### config.mk
export PLATFORM = sky130hd
export DESIGN_NAME = hdmi_capture_ctrl
export DESIGN_NICKNAME = d
export VERILOG_FILES = /design/src/rtl/hdmi_capture_ctrl.sv
export SDC_FILE = /design/constraint.sdc
export NUM_CORES = 1
export LEC_CHECK = 0
export CELL_PAD_IN_SITES_DETAIL_PLACEMENT = 0
export CELL_PAD_IN_SITES_GLOBAL_PLACEMENT = 1
export CORE_AREA = 2 2 66 68
export DETAILED_ROUTE_END_ITERATION = 10
export DIE_AREA = 0 0 68 70
export PLACE_DENSITY_LB_ADDON = 0.1
export SLEW_MARGIN = 20
export SYNTH_ARGS = -nofsm -noshare
export SYNTH_HDL_FRONTEND = slang
export SYNTH_SLANG_ARGS = --single-unit
### constraint.sdc
create_clock -name hdmi_in_clk -period 2.2 [get_ports hdmi_in_clk]
set_input_delay 0.33 -clock hdmi_in_clk [delete_from_list [all_inputs] [get_ports hdmi_in_clk]]
set_output_delay 0.33 -clock hdmi_in_clk [all_outputs]
set_load 0.05 [all_outputs]
### src/rtl/hdmi_capture_ctrl.sv
// Frame-capture controller: gates FIFO writes for a requested number of frames.
// Optional line/frame geometry checking is enabled with HDMI_CAPTURE_LINE_CHECK_EN.
module hdmi_capture_ctrl #(
  parameter int H_TOTAL = 1920,
  parameter int V_TOTAL = 1080
) (
  input  logic       hdmi_in_clk,
  input  logic       rst,
  input  logic       arm,
  input  logic       abort,
  input  logic [7:0] num_frames,
  input  logic       hdmi_in_vs,
  input  logic       hdmi_in_active,
  input  logic       fifo_full,
  output logic       cap_en,
  output logic       busy,
  output logic       done,
  output logic       overflow,
  output logic       frame_err,
  output logic [7:0] frames_captured,
  output logic [2:0] state
);

  typedef enum logic [2:0] {
    IDLE    = 3'd0,
    WAIT_VS = 3'd1,
    CAPTURE = 3'd2,
    DONE    = 3'd3,
    OVFL    = 3'd4
  } state_t;

  state_t     state_q, state_d;
  logic [7:0] target_q, target_d;
  logic [7:0] frames_q, frames_d;
  logic       overflow_q, overflow_d;
  logic       vs_prev_q, vs_edge_q;
  logic       ovf_cond;
  logic [7:0] frames_inc;

  assign ovf_cond   = (state_q == CAPTURE) & hdmi_in_active & fifo_full;
  assign frames_inc = (frames_q == 8'hFF) ? frames_q : frames_q + 8'd1;

  always_ff @(posedge hdmi_in_clk or posedge rst) begin
    if (rst) begin
      state_q    <= IDLE;
      target_q   <= 8'd0;
      frames_q   <= 8'd0;
      overflow_q <= 1'b0;
      vs_prev_q  <= 1'b0;
      vs_edge_q  <= 1'b0;
    end else begin
      state_q    <= state_d;
      target_q   <= target_d;
      frames_q   <= frames_d;
      overflow_q <= overflow_d;
      vs_prev_q  <= hdmi_in_vs;
      vs_edge_q  <= hdmi_in_vs & ~vs_prev_q;
    end
  end

  always_comb begin
    state_d    = state_q;
    target_d   = target_q;
    frames_d   = frames_q;
    overflow_d = overflow_q;
    if (abort) begin
      state_d = IDLE;
    end else begin
      case (state_q)
        IDLE: begin
          if (arm && (num_frames != 8'd0)) begin
            target_d   = num_frames;
            frames_d   = 8'd0;
            overflow_d = 1'b0;
            state_d    = WAIT_VS;
          end
        end
        WAIT_VS: begin
          if (vs_edge_q) begin
            frames_d = 8'd0;
            state_d  = CAPTURE;
          end
        end
        CAPTURE: begin
          // A FIFO overrun outranks a coincident frame boundary.
          if (ovf_cond) begin
            overflow_d = 1'b1;
            state_d    = OVFL;
          end else if (vs_edge_q) begin
            frames_d = frames_inc;
            if (frames_inc == target_q) state_d = DONE;
          end
        end
        DONE: state_d = IDLE;
        OVFL: begin
          if (arm) begin
            overflow_d = 1'b0;
            if (num_frames != 8'd0) target_d = num_frames;
            state_d = WAIT_VS;
          end
        end
        default: state_d = IDLE;
      endcase
    end
  end

  assign cap_en          = (state_q == CAPTURE) & hdmi_in_active & ~fifo_full;
  assign busy            = (state_q == WAIT_VS) | (state_q == CAPTURE);
  assign done            = (state_q == DONE);
  assign overflow        = overflow_q;
  assign frames_captured = frames_q;
  assign state           = state_q;

`ifdef HDMI_CAPTURE_LINE_CHECK_EN
  localparam logic [11:0] H_CMP = 12'(H_TOTAL);
  localparam logic [11:0] V_CMP = 12'(V_TOTAL);

  logic [11:0] pix_cnt_q, line_cnt_q;
  logic        frame_err_q, active_prev_q;
  logic        active_fall, clear_err;

  assign active_fall = active_prev_q & ~hdmi_in_active;
  assign clear_err   = (state_q == IDLE) & arm & ~abort & (num_frames != 8'd0);

  always_ff @(posedge hdmi_in_clk or posedge rst) begin
    if (rst) begin
      pix_cnt_q     <= 12'd0;
      line_cnt_q    <= 12'd0;
      frame_err_q   <= 1'b0;
      active_prev_q <= 1'b0;
    end else begin
      active_prev_q <= hdmi_in_active;
      if (clear_err) frame_err_q <= 1'b0;
      // Geometry counters only live inside a capture; elsewhere they are held at zero.
      if (state_q != CAPTURE) begin
        pix_cnt_q  <= 12'd0;
        line_cnt_q <= 12'd0;
      end else begin
        if (active_fall) begin
          if (pix_cnt_q != H_CMP) frame_err_q <= 1'b1;
          line_cnt_q <= line_cnt_q + 12'd1;
          pix_cnt_q  <= 12'd0;
        end else if (hdmi_in_active) begin
          pix_cnt_q <= pix_cnt_q + 12'd1;
        end
        if (vs_edge_q) begin
          if (line_cnt_q != V_CMP) frame_err_q <= 1'b1;
          line_cnt_q <= 12'd0;
        end
      end
    end
  end

  assign frame_err = frame_err_q;
`else
  assign frame_err = 1'b0;
`endif

endmodule

==> Flow_metrics.wiki <==
{| class="wikitable"
! Metric !! Value
|-
| Placed wire-length estimate || 2860 um
|-
| R2R Path Start || frames_captured[3]
|-
| Unrepaired setup endpoints after global routing || false
|-
| Number of maximum-capacitance constraint violations || 0
|-
| Clock tree from TritonCTS || done
|-
| Total power draw || between 1 and 1.5 mW
|-
| Fin. max-slew vios || 0
|-
| Synthesized area || approximately 1500 sq um
|-
| Instance count after placement with tap cells included || 242
|-
| Synth warnings || 0
|-
| Layout Skew || between 5 and 6 ps
|-
| Final period util || 93.34%
|-
| Critical path class || reg -> out
|-
| Wire length of the first global-routing pass || 6251 um
|-
| Run status || finished, final reports clean
|-
| Fin nets || between 200 and 250
|-
| Final critical-path required period || 2053 ps
|-
| Post-CTS Setup Bufs || 0
|-
| Post-route ant nets || 0
|-
| Number of CTS-inserted buffers || 3
|-
| DRC Markers || 0
|-
| Effective utilization at floorplan || 35.78%
|-
| Least setup slack across all paths after layout || 146.6 ps
|-
| Critical Path AT || 1720 ps
|-
| IR Drop Worst-Case VDD || around 0.32 mV
|-
| Dominant combinational cell family by area after synthesis || compound AO/OA/AOI/OAI gates
|-
| Finish-stage setup viols || 0
|-
| Capturing instance or port of the critical path || frames_captured[2]
|-
| RR Endpoint || state[0]
|-
| Die ar. || 4760 sq um
|-
| Required time at the worst-slack endpoint || 1870 ps
|-
| Drt wl/cell || about 15 um
|-
| Number of distinct standard cells referenced by the synthesized netlist || 48
|-
| Clock H-tree levels || 1
|-
| Die height || approximately 70 um
|-
| Tot GR Track Use || 16.93%
|-
| Post-Syn Instances || 163
|-
| Kind of launch point of the worst setup path || flip-flop
|-
| Leakage || 0.7575 nW
|-
| Via Count || ~1300
|-
| Via count of the first global-routing pass || 1322
|-
| Diode count || 0
|-
| Post-synthesis mux area share || 7.089%
|-
| Synthesized area divided by synthesized cell count || 9.096 sq um
|-
| DP Worst Slack || -3.991 ps
|-
| Gp weighted congestion || 0.8025
|-
| Timing-limited maximum frequency || 0.4870 GHz
|-
| Die X || 68 um
|-
| Cell Chain, Critical Path || clkdlybuf4s50_1
|-
| Worst path max stage delay || ~880 ps
|-
| Number of top-level design ports || 31
|-
| Global route overflow || 0
|-
| Area growth from synthesis to final layout || 28.19%
|-
| Compound-cell area share of the yosys netlist || a little under a quarter
|-
| Post-synthesis sequential area ratio || 37.13%
|-
| Count of final hold-check violations || 0
|-
| Non-filler instance count after layout || between 200 and 250
|-
| Area after DPL || around 1800 sq um
|-
| Worst hold path type || in -> async
|-
| Power per standard cell area || 573.0 nW/um^2
|-
| Fraction of layout cells with a size suffix above 1 || 17.53%
|-
| Clk Latency, worst-skew pair || 260 ps
|-
| Maximum number of pins on one net before global-route repair || 23
|-
| Adder-Cell Fraction of Synth Area || 0.8439%
|-
| Number of clock sinks || 22
|-
| Launching instance or port of the critical path || frames_captured[2]
|-
| Synthesized-area fraction occupied by and/or/nand/nor cells || 20.59%
|-
| Cell depth of the worst flop-to-flop path || 7
|-
| Register clock-pin slew on the reported worst setup and hold paths || roughly 80 ps
|-
| Total wire length after detailed routing || 3635 um
|-
| Buffers from clock root to sink, at most || 2
|-
| Core area || 4144 sq um
|-
| #FFs+latches synth || 22
|-
| Slowest-stage cell, CP || sky130_fd_sc_hd__clkdlybuf4s50_1
|-
| Net count after synthesis || 179
|-
| Antenna violations before repair || 0
|-
| Worst slack on hold paths || 399.8 ps
|-
| Post-synth ARST share || between 90% and 100%
|-
| Fill cells || around 430
|-
| Setup slack, reg-to-reg || 340 ps
|-
| Most instantiated flip-flop cell in the synthesis netlist || sky130_fd_sc_hd__dfrtp_1
|-
| Type of element capturing the critical path || output port
|-
| Drt via density || 5.476
|-
| Critical path buffer and inverter count || 1
|-
| Port-buffer cells || 29
|-
| Critical Path Fanout Max || 11
|-
| Post-synthesis xor/xnor area fraction || 4.726%
|-
| Number of enable-type register cells in the synthesized netlist || 0
|-
| Top delay family on crit path || buffers and inverters
|-
| Drt pass-1 iters || 4
|-
| Site Rows || 24
|-
| DRC violation total after the first TritonRoute iteration || 100
|-
| Root buffer cell || sky130_fd_sc_hd__clkbuf_8
|-
| Final std cell area, no fill || 1901 sq um
|-
| Stages on worst setup path || 1
|}
==> synthesized netlist by cell type (2+ instances only) <==
cell                        n  area share (%)
sky130_fd_sc_hd__dfrtp_1   22              37
sky130_fd_sc_hd__nand2_1   16             4.1
sky130_fd_sc_hd__a21oi_1   12             4.1
sky130_fd_sc_hd__nor2_1    11             2.8
sky130_fd_sc_hd__o21ai_0    9             3.0
sky130_fd_sc_hd__mux2_2     8             6.1
sky130_fd_sc_hd__a31oi_1    5             2.1
sky130_fd_sc_hd__buf_2      5             1.7
sky130_fd_sc_hd__inv_1      5             1.3
sky130_fd_sc_hd__buf_4      4             2.0
sky130_fd_sc_hd__nand3_1    4             1.4
sky130_fd_sc_hd__nand4_1    4             1.7
sky130_fd_sc_hd__xnor2_1    4             2.4
sky130_fd_sc_hd__xor2_1     4             2.4
sky130_fd_sc_hd__and2_1     3             1.3
sky130_fd_sc_hd__nor3_1     3             1.0
sky130_fd_sc_hd__nor3b_1    3             1.5
sky130_fd_sc_hd__a211o_1    2             1.2
sky130_fd_sc_hd__a41oi_1    2             1.2
sky130_fd_sc_hd__and4_1     2             1.2
sky130_fd_sc_hd__nand2b_1   2            0.84
sky130_fd_sc_hd__nor2_2     2            0.84
sky130_fd_sc_hd__nor2b_1    2            0.84
sky130_fd_sc_hd__nor4_1     2            0.84
sky130_fd_sc_hd__o21a_1     2             1.0
sky130_fd_sc_hd__o21ai_1    2            0.68
sky130_fd_sc_hd__o22ai_1    2            0.84
==> layout make-up <==
| cell class | instances | area, sq um | share of cell area, % |
|---|---|---|---|
| well taps | 52 | 65.06 | 3.423 |
| repair buffers | 38 | 362.8 | 19.09 |
| clock buffers | 4 | 55.05 | 2.897 |
| multi-input cells | 125 | 847.1 | 44.57 |
| flip-flops and latches | 22 | 551.8 | 29.03 |
| inverters | 5 | 18.77 | 0.9875 |
==> through the flow <==
stage | util [%] | TNS [ps]
2_1_floorplan | - | 0
3_3_place_gp | 44.50 | 0
5_1_grt | 45.86 | 0
4_1_cts | 45.83 | 0
6_report | 45.86 | 0
3_5_place_dp | 44.50 | -3.991
==> what timing repair did <==
item                                    in CTS  in global routing
hold buffers                                 0                  0
resized for setup                            0                  1
endpoints found under the setup margin       0                  1
==> registers in the layout, indices dropped and copies added (netlist names) <==
signal and count:
vs_prev_q 1, overflow 1, frames_captured 8, vs_edge_q 1, target_q 8, state 3
==> per-layer routing <==
metal  vias to the layer above  GRT usage [%]  routed length (um)
met3                         4          2.899                 170
met5                         -              0                   0
met2                        34          25.67                1691
met1                       644          23.98                1730
li1                        665              -                   -
met4                         0          6.000                  42
==> placed cells by master (no fill, tap or decap), drive strengths merged, types with 3 or more instances in the layout <==
master,n
xor2,4
inv,5
nor3b,3
and2,3
o21ai,11
a31oi,5
clkdlybuf4s50,26
clkbuf,4
xnor2,4
mux2,9
nor2,13
nand2,16
a41oi,3
a21oi,12
nand4,4
nand3,4
buf,12
nor3,3
dfrtp,22
==> kinds of logic (layout without fill, tap and decap cells) <==
| group | Yosys count | in the layout |
|---|---|---|
| adder cells (fa/ha/maj) | 1 | 1 |
| multiplexers | 9 | 9 |
| XOR/XNOR | 8 | 8 |
| AO/OA/AOI/OAI | 48 | 48 |
| flip-flops | 22 | 22 |
| AND/OR/NAND/NOR | 58 | 58 |
| other | 1 | 1 |
| buffers and inverters | 16 | 47 |
==> worst min path at each step <==
stage | start | to | slack [ps] | cells past startpoint
floorplan | rst | frames_captured[0] | 320 | 1
global placement | vs_prev_q | vs_edge_q | 380 | 1
detailed placement | vs_prev_q | vs_edge_q | 390 | 1
CTS | vs_prev_q | vs_edge_q | 400 | 1
global route | vs_prev_q | vs_edge_q | 410 | 1
finish | rst | target_q[7] | 400 | 3
==> where the power goes <==
part	internal (mW)	switching, mW
clock network	0.160	0.134
registers	0.448	0.0562
logic	0.145	0.146
total	0.753	0.336
==> worst register-to-register path, delay by kind of cell, from the launching register on <==
family / cells / cell delay, ps
buffers and inverters: 1 / 210
AND/OR/NAND/NOR: 2 / 230
XOR/XNOR: 2 / 360
AO/OA/AOI/OAI: 2 / 440
flip-flops: 1 / 580
Power figures use the tool's default switching activity.
